<file path="src/rtl/mac_ctrl_pkg.sv">
// Shared types and helpers for the MAC sequencing controller.
// Holds the controller state encoding, default geometry and Q8.8 saturation.
// No timing or flow control here; pure declarations.
package mac_ctrl_pkg;

    localparam int VEC_LEN_DEF   = 64;
    localparam int FRAC_BITS_DEF = 8;
    localparam int ACC_W         = 40;

    typedef enum logic [2:0] {
        IDLE,
        FETCH,
        DRAIN,
        OUT,
        FIN
    } state_t;

    // Clamp an already-shifted accumulator value into the signed 16-bit range.
    function automatic logic [15:0] sat_q88(input logic signed [ACC_W-1:0] v);
        if (v > 40'sd32767) begin
            return 16'h7FFF;
        end else if (v < -40'sd32768) begin
            return 16'h8000;
        end else begin
            return v[15:0];
        end
    endfunction

endpackage

</file>
<file path="src/rtl/mac_seq_ctrl_if.sv">
// Bundle of start/status, memory read and result handshake signals.
// Combinational wiring only; no latency.
// Results use valid/ready: the controller holds a result until res_ready is seen.
interface mac_seq_ctrl_if #(
    parameter int VEC_LEN = mac_ctrl_pkg::VEC_LEN_DEF
);
    localparam int EW = $clog2(VEC_LEN);
    localparam int NW = EW + 1;

    logic                start;
    logic [NW-1:0]       num_out;
    logic                busy;
    logic                done;
    logic                rd_en;
    logic [EW-1:0]       dmem_addr;
    logic [2*EW-1:0]     wmem_addr;
    logic signed [15:0]  dmem_rdata;
    logic signed [15:0]  wmem_rdata;
    logic                res_valid;
    logic [15:0]         res_data;
    logic [EW-1:0]       res_idx;
    logic                res_ready;

    // Controller side
    modport master (
        input  start, num_out, dmem_rdata, wmem_rdata, res_ready,
        output busy, done, rd_en, dmem_addr, wmem_addr, res_valid, res_data, res_idx
    );

    // Memory / consumer side
    modport slave (
        output start, num_out, dmem_rdata, wmem_rdata, res_ready,
        input  busy, done, rd_en, dmem_addr, wmem_addr, res_valid, res_data, res_idx
    );

endinterface

</file>
<file path="src/rtl/mac_lane.sv">
// Signed 16x16 multiply feeding a 40-bit signed accumulator.
// One cycle: product of the current operands lands in acc on the next edge.
// No backpressure; clr has priority over en.
module mac_lane
    import mac_ctrl_pkg::*;
(
    input  logic                    clk,
    input  logic                    reset,
    input  logic                    clr,
    input  logic                    en,
    input  logic signed [15:0]      a,
    input  logic signed [15:0]      b,
    output logic signed [ACC_W-1:0] acc
);

    logic signed [31:0] prod;

    assign prod = a * b;

    // Accumulator: clear on request, otherwise add sign-extended product when enabled
    always_ff @(posedge clk or negedge reset) begin
        if (!reset) begin
            acc <= '0;
        end else if (clr) begin
            acc <= '0;
        end else if (en) begin
            acc <= acc + ACC_W'(prod);
        end
    end

endmodule

</file>
<file path="src/rtl/mac_seq_ctrl.sv">
// Sequences VEC_LEN-element dot products for num_out neurons and streams results.
// Latency: start at edge 0 -> reads in cycles 1..VEC_LEN, first result in cycle VEC_LEN+2.
// Backpressure: a result is held in OUT until res_ready; no reads issue while held.
module mac_seq_ctrl
    import mac_ctrl_pkg::*;
#(
    parameter int VEC_LEN   = VEC_LEN_DEF,
    parameter int FRAC_BITS = FRAC_BITS_DEF
) (
    input  logic           clk,
    input  logic           reset,
    mac_seq_ctrl_if.master bus
);

    localparam int              EW        = $clog2(VEC_LEN);
    localparam int              NW        = EW + 1;
    localparam logic [EW-1:0]   ELEM_LAST = EW'(VEC_LEN - 1);
    localparam logic [NW-1:0]   NUM_MAX   = NW'(VEC_LEN);

    state_t                  state;
    state_t                  state_nxt;
    logic [EW-1:0]           elem;
    logic [EW-1:0]           neuron;
    logic [NW-1:0]           num_lat;
    logic [NW-1:0]           num_clamp;
    logic                    rd_en_q;
    logic                    lane_clr;
    logic                    last_neuron;
    logic signed [ACC_W-1:0] acc;
    logic signed [ACC_W-1:0] acc_shr;

    assign num_clamp   = (bus.num_out > NUM_MAX) ? NUM_MAX : bus.num_out;
    assign last_neuron = ({1'b0, neuron} + NW'(1)) >= num_lat;

    // State register
    always_ff @(posedge clk or negedge reset) begin
        if (!reset) begin
            state <= IDLE;
        end else begin
            state <= state_nxt;
        end
    end

    // Next-state decode; the accumulator is cleared whenever a new neuron begins
    always_comb begin
        state_nxt = state;
        lane_clr  = 1'b0;
        case (state)
            IDLE: begin
                if (bus.start) begin
                    if (num_clamp == '0) begin
                        state_nxt = FIN;
                    end else begin
                        state_nxt = FETCH;
                        lane_clr  = 1'b1;
                    end
                end
            end
            FETCH: begin
                if (elem == ELEM_LAST) begin
                    state_nxt = DRAIN;
                end
            end
            DRAIN: begin
                state_nxt = OUT;
            end
            OUT: begin
                if (bus.res_ready) begin
                    if (last_neuron) begin
                        state_nxt = FIN;
                    end else begin
                        state_nxt = FETCH;
                        lane_clr  = 1'b1;
                    end
                end
            end
            FIN: begin
                state_nxt = IDLE;
            end
            default: begin
                state_nxt = IDLE;
            end
        endcase
    end

    // Element/neuron counters, latched layer size and read-data-valid tracking
    always_ff @(posedge clk or negedge reset) begin
        if (!reset) begin
            elem    <= '0;
            neuron  <= '0;
            num_lat <= '0;
            rd_en_q <= 1'b0;
        end else begin
            rd_en_q <= (state == FETCH);
            if (state == IDLE && bus.start) begin
                num_lat <= num_clamp;
                neuron  <= '0;
                elem    <= '0;
            end
            if (state == FETCH) begin
                elem <= (elem == ELEM_LAST) ? '0 : elem + EW'(1);
            end
            if (state == OUT && bus.res_ready && !last_neuron) begin
                neuron <= neuron + EW'(1);
            end
        end
    end

    // Read data arrives one cycle after the strobe, so the lane is enabled by the delayed strobe
    mac_lane u_lane (
        .clk   (clk),
        .reset (reset),
        .clr   (lane_clr),
        .en    (rd_en_q),
        .a     (bus.dmem_rdata),
        .b     (bus.wmem_rdata),
        .acc   (acc)
    );

    assign acc_shr = acc >>> FRAC_BITS;

    assign bus.rd_en     = (state == FETCH);
    assign bus.busy      = (state == FETCH) || (state == DRAIN) || (state == OUT);
    assign bus.done      = (state == FIN);
    assign bus.res_valid = (state == OUT);
    assign bus.res_data  = (state == OUT) ? sat_q88(acc_shr) : 16'h0000;
    assign bus.res_idx   = neuron;
    assign bus.dmem_addr = elem;
    assign bus.wmem_addr = {neuron, elem};

endmodule
</file>
<file path="src/flat_wrapper.sv">
// flat-port wrapper written by rule: the top's interface ports become plain ports
module mac_seq_ctrl_flat import mac_ctrl_pkg::*;
#(
    parameter int VEC_LEN   = VEC_LEN_DEF,
    parameter int FRAC_BITS = FRAC_BITS_DEF
)
  (clk, reset, bus_start, bus_num_out, bus_dmem_rdata, bus_wmem_rdata, bus_res_ready, bus_busy, bus_done, bus_rd_en, bus_dmem_addr, bus_wmem_addr, bus_res_valid, bus_res_data, bus_res_idx);
  mac_seq_ctrl_if #(.VEC_LEN(VEC_LEN)) bus_i ();
  input  logic clk;
  input  logic reset;
  input wire logic [$bits(bus_i.start)-1:0] bus_start;
  input wire logic [$bits(bus_i.num_out)-1:0] bus_num_out;
  input wire logic [$bits(bus_i.dmem_rdata)-1:0] bus_dmem_rdata;
  input wire logic [$bits(bus_i.wmem_rdata)-1:0] bus_wmem_rdata;
  input wire logic [$bits(bus_i.res_ready)-1:0] bus_res_ready;
  output wire logic [$bits(bus_i.busy)-1:0] bus_busy;
  output wire logic [$bits(bus_i.done)-1:0] bus_done;
  output wire logic [$bits(bus_i.rd_en)-1:0] bus_rd_en;
  output wire logic [$bits(bus_i.dmem_addr)-1:0] bus_dmem_addr;
  output wire logic [$bits(bus_i.wmem_addr)-1:0] bus_wmem_addr;
  output wire logic [$bits(bus_i.res_valid)-1:0] bus_res_valid;
  output wire logic [$bits(bus_i.res_data)-1:0] bus_res_data;
  output wire logic [$bits(bus_i.res_idx)-1:0] bus_res_idx;
  assign bus_i.start = bus_start;
  assign bus_i.num_out = bus_num_out;
  assign bus_i.dmem_rdata = bus_dmem_rdata;
  assign bus_i.wmem_rdata = bus_wmem_rdata;
  assign bus_i.res_ready = bus_res_ready;
  assign bus_busy = bus_i.busy;
  assign bus_done = bus_i.done;
  assign bus_rd_en = bus_i.rd_en;
  assign bus_dmem_addr = bus_i.dmem_addr;
  assign bus_wmem_addr = bus_i.wmem_addr;
  assign bus_res_valid = bus_i.res_valid;
  assign bus_res_data = bus_i.res_data;
  assign bus_res_idx = bus_i.res_idx;
  mac_seq_ctrl #(.VEC_LEN(VEC_LEN), .FRAC_BITS(FRAC_BITS)) u_core (.clk(clk), .reset(reset), .bus(bus_i));
endmodule
</file>
<file path="config.mk">
export PLATFORM = sky130hd
export DESIGN_NAME = mac_seq_ctrl_flat
export DESIGN_NICKNAME = d
export VERILOG_FILES = /design/src/rtl/mac_ctrl_pkg.sv /design/src/rtl/mac_seq_ctrl_if.sv /design/src/rtl/mac_lane.sv /design/src/rtl/mac_seq_ctrl.sv /design/src/flat_wrapper.sv
export SDC_FILE = /design/constraint.sdc
export NUM_CORES = 1
export LEC_CHECK = 0
export ABC_CLOCK_PERIOD_IN_PS = 4800
export CORE_ASPECT_RATIO = 1.5
export CORE_MARGIN = 4
export CORE_UTILIZATION = 50
export CTS_CLUSTER_DIAMETER = 80
export CTS_CLUSTER_SIZE = 10
export DETAILED_ROUTE_END_ITERATION = 8
export GPL_TIMING_DRIVEN = 0
export PLACE_DENSITY = 0.71
export SETUP_SLACK_MARGIN = 0.4
export SYNTH_ARGS = -nofsm -noshare
export SYNTH_HDL_FRONTEND = slang
export SYNTH_SLANG_ARGS = --single-unit
</file>
<file path="constraint.sdc">
create_clock -name clk -period 4.8 [get_ports clk]
set_input_delay 0.96 -clock clk [delete_from_list [all_inputs] [get_ports clk]]
set_output_delay 0.96 -clock clk [all_outputs]
set_load 0.005 [all_outputs]
</file>
; Word level (Yosys, flattened, before mapping)
; Cells that the tools add are included.
[totals]
reg_bits = 63
input_bits = 43
out_inout_bits = 44
elab_cells = 56
[op_classes]
n_addsub = 4
multipliers = 1
n_lt_le_gt_ge = 4
n_eq_ne = 8
mux = 21
reduce_logical = 12
[ops]
columns = operator, count
row1 = $mux W40, 2
row2 = $mux W16, 3
row3 = $add A40 B32 Y40, 1
row4 = $gt A32 B16 Y1 const B, 1
row5 = $lt A32 B16 Y1 const B, 1
row6 = $mul A16 B16 Y32, 1
row7 = $mux W6, 4
row8 = $mux W3, 5
row9 = $add A6 B1 Y6 const B, 2
row10 = $pmux W3 S4, 1
row11 = $add A6 B1 Y7 const B, 1
row12 = $ge A7 B7 Y1, 1
row13 = $gt A7 B7 Y1 const B, 1
row14 = $logic_not A7 Y1, 1
row15 = $mux W7, 1
row16 = $eq A3 B2 Y1 const B, 2
row17 = $eq A6 B6 Y1 const B, 1
row18 = $reduce_bool A2 Y1, 3
row19 = $mux W1, 4
row20 = $ne A2 B2 Y1 const B, 2
row21 = $eq A3 B1 Y1 const B, 1
row22 = $eq A3 B3 Y1 const B, 1
row23 = $logic_and A1 B1 Y1, 3
row24 = $logic_not A3 Y1, 1
row25 = 5 further kinds, 6

; Depth between registers and ports, before layout
[depth]
depth_word = 7
ltp_mapped = 23
mapped_depth_nobuf = 23

; Hierarchy
; A second synthesis with hierarchy kept.
[unflattened]
cells_unflattened = 1718
hier_area_um2 = 15742.6
[modules_own_cells]
columns = mod, instances, cells_per_inst, area_each_um2, seq_area_each_um2
row1 = mac_lane, 1, 1515, 14046.0, 1001.0
row2 = mac_seq_ctrl, 1, 203, 1696.6, 575.6

; Worst setup path before layout
; OpenSTA, ideal clock, no wires.
[synth_path]
path_type = in2reg
startpoint = input port bus_dmem_rdata[15]
endpoint = register u_core.u_lane.acc[39]
setup_time_ps = 127
arrival_ps = 6739
required_time_ps = 4673
setup_slack_ps = -2066
path_stages = 22
path_cell_list = clkbuf_1 -> nand2_1 -> fa_1 -> inv_1 -> fa_1 -> inv_1 -> fa_1 -> inv_1 -> fa_1 -> fa_1 -> inv_1 -> fa_1 -> inv_1 -> ha_1 -> a21o_1 -> a21o_1 -> a21o_1 -> a21o_1 -> a2111o_1 -> a21oi_1 -> mux2i_1 -> nand3_1
[synth_between]
elab_chain_len = 4
[synth_lines]
columns = item, line
row1 = "start, declared", flat_wrapper.sv:13  ; input wire logic [$bits(bus_i.dmem_rdata)-1:0] bus_dmem_rdata;
row2 = $mul A16 B16 Y32, mac_lane.sv:18  ; assign prod = a * b;
row3 = $add A40 B32 Y40, mac_lane.sv:27  ; acc <= acc + ACC_W'(prod);
row4 = $mux W40, mac_lane.sv:26  ; end else if (en) begin
row5 = $mux W40, mac_lane.sv:24  ; end else if (clr) begin
row6 = "end signal, assigned", mac_lane.sv:27
row7 = "end, declared", mac_lane.sv:13  ; output logic signed [ACC_W-1:0] acc
; Every way passes these cells. The select of a mux whose other input is x is not followed.
; A chain may end at the register's enable or synchronous reset.

; Final worst setup path
[layout_path]
startpoint = input port bus_dmem_rdata[5]
endpoint = register u_core.u_lane.acc[38]
; The elaborated chain is that of the path after synthesis.

==> summary.txt <==
Status
  – Status: finished with violations
  – Failing checks: setup timing

Worst hold path
  – Hold Startpoint: u_core.num_lat[0]$_DFFE_PN0P_
  – Worst Hold Class: register to register
  – Min-Delay Endpoint: u_core.num_lat[0]$_DFFE_PN0P_
  – Hold depth: 2

Detailed routing
  – Routed length per instance: 20.04 um
  – Routed vias/inst: 5.470
  – Post-Route WL: 47.41 mm
  – Via count: 12940
  – Initial DRC count: 871
  – Final antenna-violating net count: 0
  – Router iterations before antenna repair: 5
  – # DRC: 0

Floorplanning
  – Die span in x: 152.6 um
  – Boundary Pins: 87
  – Rows: 79
  – Core area: 30940 um^2
  – Die Y: 224.8 um
  – Initial Util: 50.66%
  – Die area: 34300 um^2

Logic synthesis
  – Post-synthesis sequential area ratio: 10.06%
  – Async set-reset flop share out of synthesis: 100.0%
  – Top FF cell, synth: dfrtp_1
  – Area share of the largest cell type after synthesis: 42.15%
  – Post-synth top area cell: fa_1
  – Synth Warn #: 0
  – Syn avg cell area: 9.018 um^2
  – Synth Instances: 1738
  – Top post-synthesis cells by area: fa_1 (42%), inv_1 (10%), dfrtp_1 (10%)
  – Synth Register Bits: 63
  – Mapped Nets: 2235
  – EDFF count, synth: 0
  – Yosys cell types: 55
  – Post-synthesis instance area: 15670 um^2

Timing
  – Hold_ws: 0.4856 ns
  – Clock skew: 0.008536 ns
  – Worst Tran Pin Value: 0.8988 ns
  – RSZ-0062 raised after global routing: true
  – # setup viols final: 32
  – Max-slew violations: 0
  – Relative slew slack: 40.08%
  – Final period util: 133.6%
  – Post-route minimum period: 6.414 ns
  – Setup TNS: -39.91 ns
  – Max Fclk: 0.1559 GHz
  – Final WS setup: -1.614 ns
  – Hold Fails Final Rpt: 0

Layout
  – Most frequent cells in the layout: inv_1 (376), fa_1 (309), nand2_1 (160)
  – Most common cell after layout, fill and taps aside: inv_1
  – Share of cells above drive strength 1: 23.81%
  – Final net count: 2453
  – Synth-to-Final Area Change: 30.13%
  – Diodes inserted: 0

GRT
  – Largest net degree at the start of global routing: 64
  – Vias in the first global route: 14390
  – First-pass GRT wire length: 76.11 mm
  – Initial antenna violation count: 0
  – Grt total ovfl: 0
  – Total track usage: 28.16%

Placement
  – Gpl congestion: 0.9265
  – Port Buffer Count: 86
  – HPWL Detailed: 37.08 mm

Setup path
  – Crit start category: input port
  – CP Max Fanout: 8
  – Data required time of the worst path: 5.07 ns
  – WP data arrival: 6.68 ns
  – Critical path class: input port to register
  – FF-to-FF setup slack: -0.33 ns
  – Worst r2r path cells: 18
  – R2R Path Start: u_core.u_lane.acc[6]$_DFFE_PN0P_
  – CP Capture Type: register
  – FF-to-FF End: u_core.u_lane.acc[38]$_DFFE_PN0P_

Flow run
  – Max-cap violations: 0

Clock tree
  – CTS clock-pin slew for the worst setup and hold paths: 0.05 ns
  – Post-CTS Hold Buffers: 0
  – H-tree levels: 3
  – CTS tree: done
  – CTS root buf: clkbuf_16
  – Clock Sinks: 63
  – TritonCTS buffer count: 9
  – Clock tree buffer depth: 2
  – Worst skew pair latency: 0.34 ns
-- worst max path at each step --
stage                             startpoint                                end
after floorplan           bus_dmem_rdata[15]  u_core.u_lane.acc[39]$_DFFE_PN0P_
after global placement     bus_wmem_rdata[8]  u_core.u_lane.acc[38]$_DFFE_PN0P_
after detailed placement  bus_wmem_rdata[12]  u_core.u_lane.acc[36]$_DFFE_PN0P_
after CTS                 bus_dmem_rdata[15]  u_core.u_lane.acc[35]$_DFFE_PN0P_
after global routing       bus_wmem_rdata[3]  u_core.u_lane.acc[38]$_DFFE_PN0P_
final                      bus_dmem_rdata[5]  u_core.u_lane.acc[38]$_DFFE_PN0P_
-- critical path, cell delays in order --
cell	delay, ns
buf_8	0.13
clkbuf_16	0.16
and2_4	0.14
fa_1	0.54
inv_2	0.04
fa_2	0.55
fa_1	0.44
fa_1	0.51
inv_1	0.05
fa_1	0.47
inv_1	0.05
fa_1	0.55
inv_2	0.05
ha_4	0.28
nand2_2	0.06
o21ai_1	0.21
nand2_1	0.17
a211o_1	0.39
a211oi_4	0.35
nor3_2	0.08
or4_1	0.40
nand3_1	0.08
-- Yosys cell counts (3+ instances only) --
library cell	count
nand4_1	12
or2_2	3
nand2_1	186
a31oi_1	8
a21oi_1	43
and2_1	116
xnor2_1	21
ha_1	124
clkbuf_1	53
o21bai_1	3
a211oi_1	12
nand3b_1	7
nor4_1	8
o31ai_1	4
nand3_1	27
or4_1	4
or3_1	3
o22ai_1	3
fa_1	330
o21a_1	6
mux2i_1	22
buf_4	12
a21o_1	28
o21ai_0	45
inv_1	423
nor2_1	92
nor3_1	17
nand2b_1	6
dfrtp_1	63
and3_1	9
xor2_1	14
nor2b_1	3
-- what timing repair did --
item	4_1_cts	5_1_grt
endpoints found under the hold margin	0	0
setup endpoints to repair	37	44
setup buffers	85	29
resized for setup	364	113
pin swaps	119	85
cloned	7	0
-- stage by stage --
| step | utilization [%] | std cells | worst slack, ns | cell area [um^2] |
|---|---|---|---|---|
| global placement | 58.01 | 2229 | -2.762 | 17950 |
| floorplan | - | 1738 | -1.527 | 16580 |
| finish | 65.92 | 2366 | -1.614 | 20390 |
| global route | 65.92 | 2366 | -1.756 | 20390 |
| detailed placement | 58.00 | 2229 | -2.827 | 17940 |
| CTS | 63.72 | 2337 | -1.589 | 19710 |
-- final cells by class --
| class | count | area (um^2) |
|---|---|---|
| tap | 405 | 506.7 |
| timing repair inverter | 1 | 7.507 |
| inverter | 423 | 1607 |
| fill | 2401 | 10540 |
| timing repair buffer | 206 | 2001 |
| buffer | 66 | 852.1 |
| clock inverter | 7 | 71.32 |
| multi-input combinational | 1186 | 13550 |
| clock buffer | 9 | 225.2 |
| sequential | 63 | 1577 |
-- flip-flops by register name, indices dropped and copies added (netlist names) --
signal,cells
u_core.bus.dmem_addr,6
u_core.bus.res_idx,6
u_core.num_lat,7
u_core.rd_en_q,1
u_core.state,3
u_core.u_lane.acc,40
-- kinds of logic after synthesis --
family	synth area share, %
adder cells (fa/ha/maj)	52.05
multiplexers	1.549
flip-flops	10.06
AO/OA/AOI/OAI	7.305
buffers and inverters	12.00
XOR/XNOR	1.956
AND/OR/NAND/NOR	15.08
-- layer usage --
metal	GRT usage [%]	share of wire [%]
met1	31.24	35
met2	51.67	53
met3	3.349	4.2
met4	17.00	8.0
met5	0	0
Power is not shown: default switching activity piles up to over one toggle a cycle in this logic, so the estimate is an artifact.
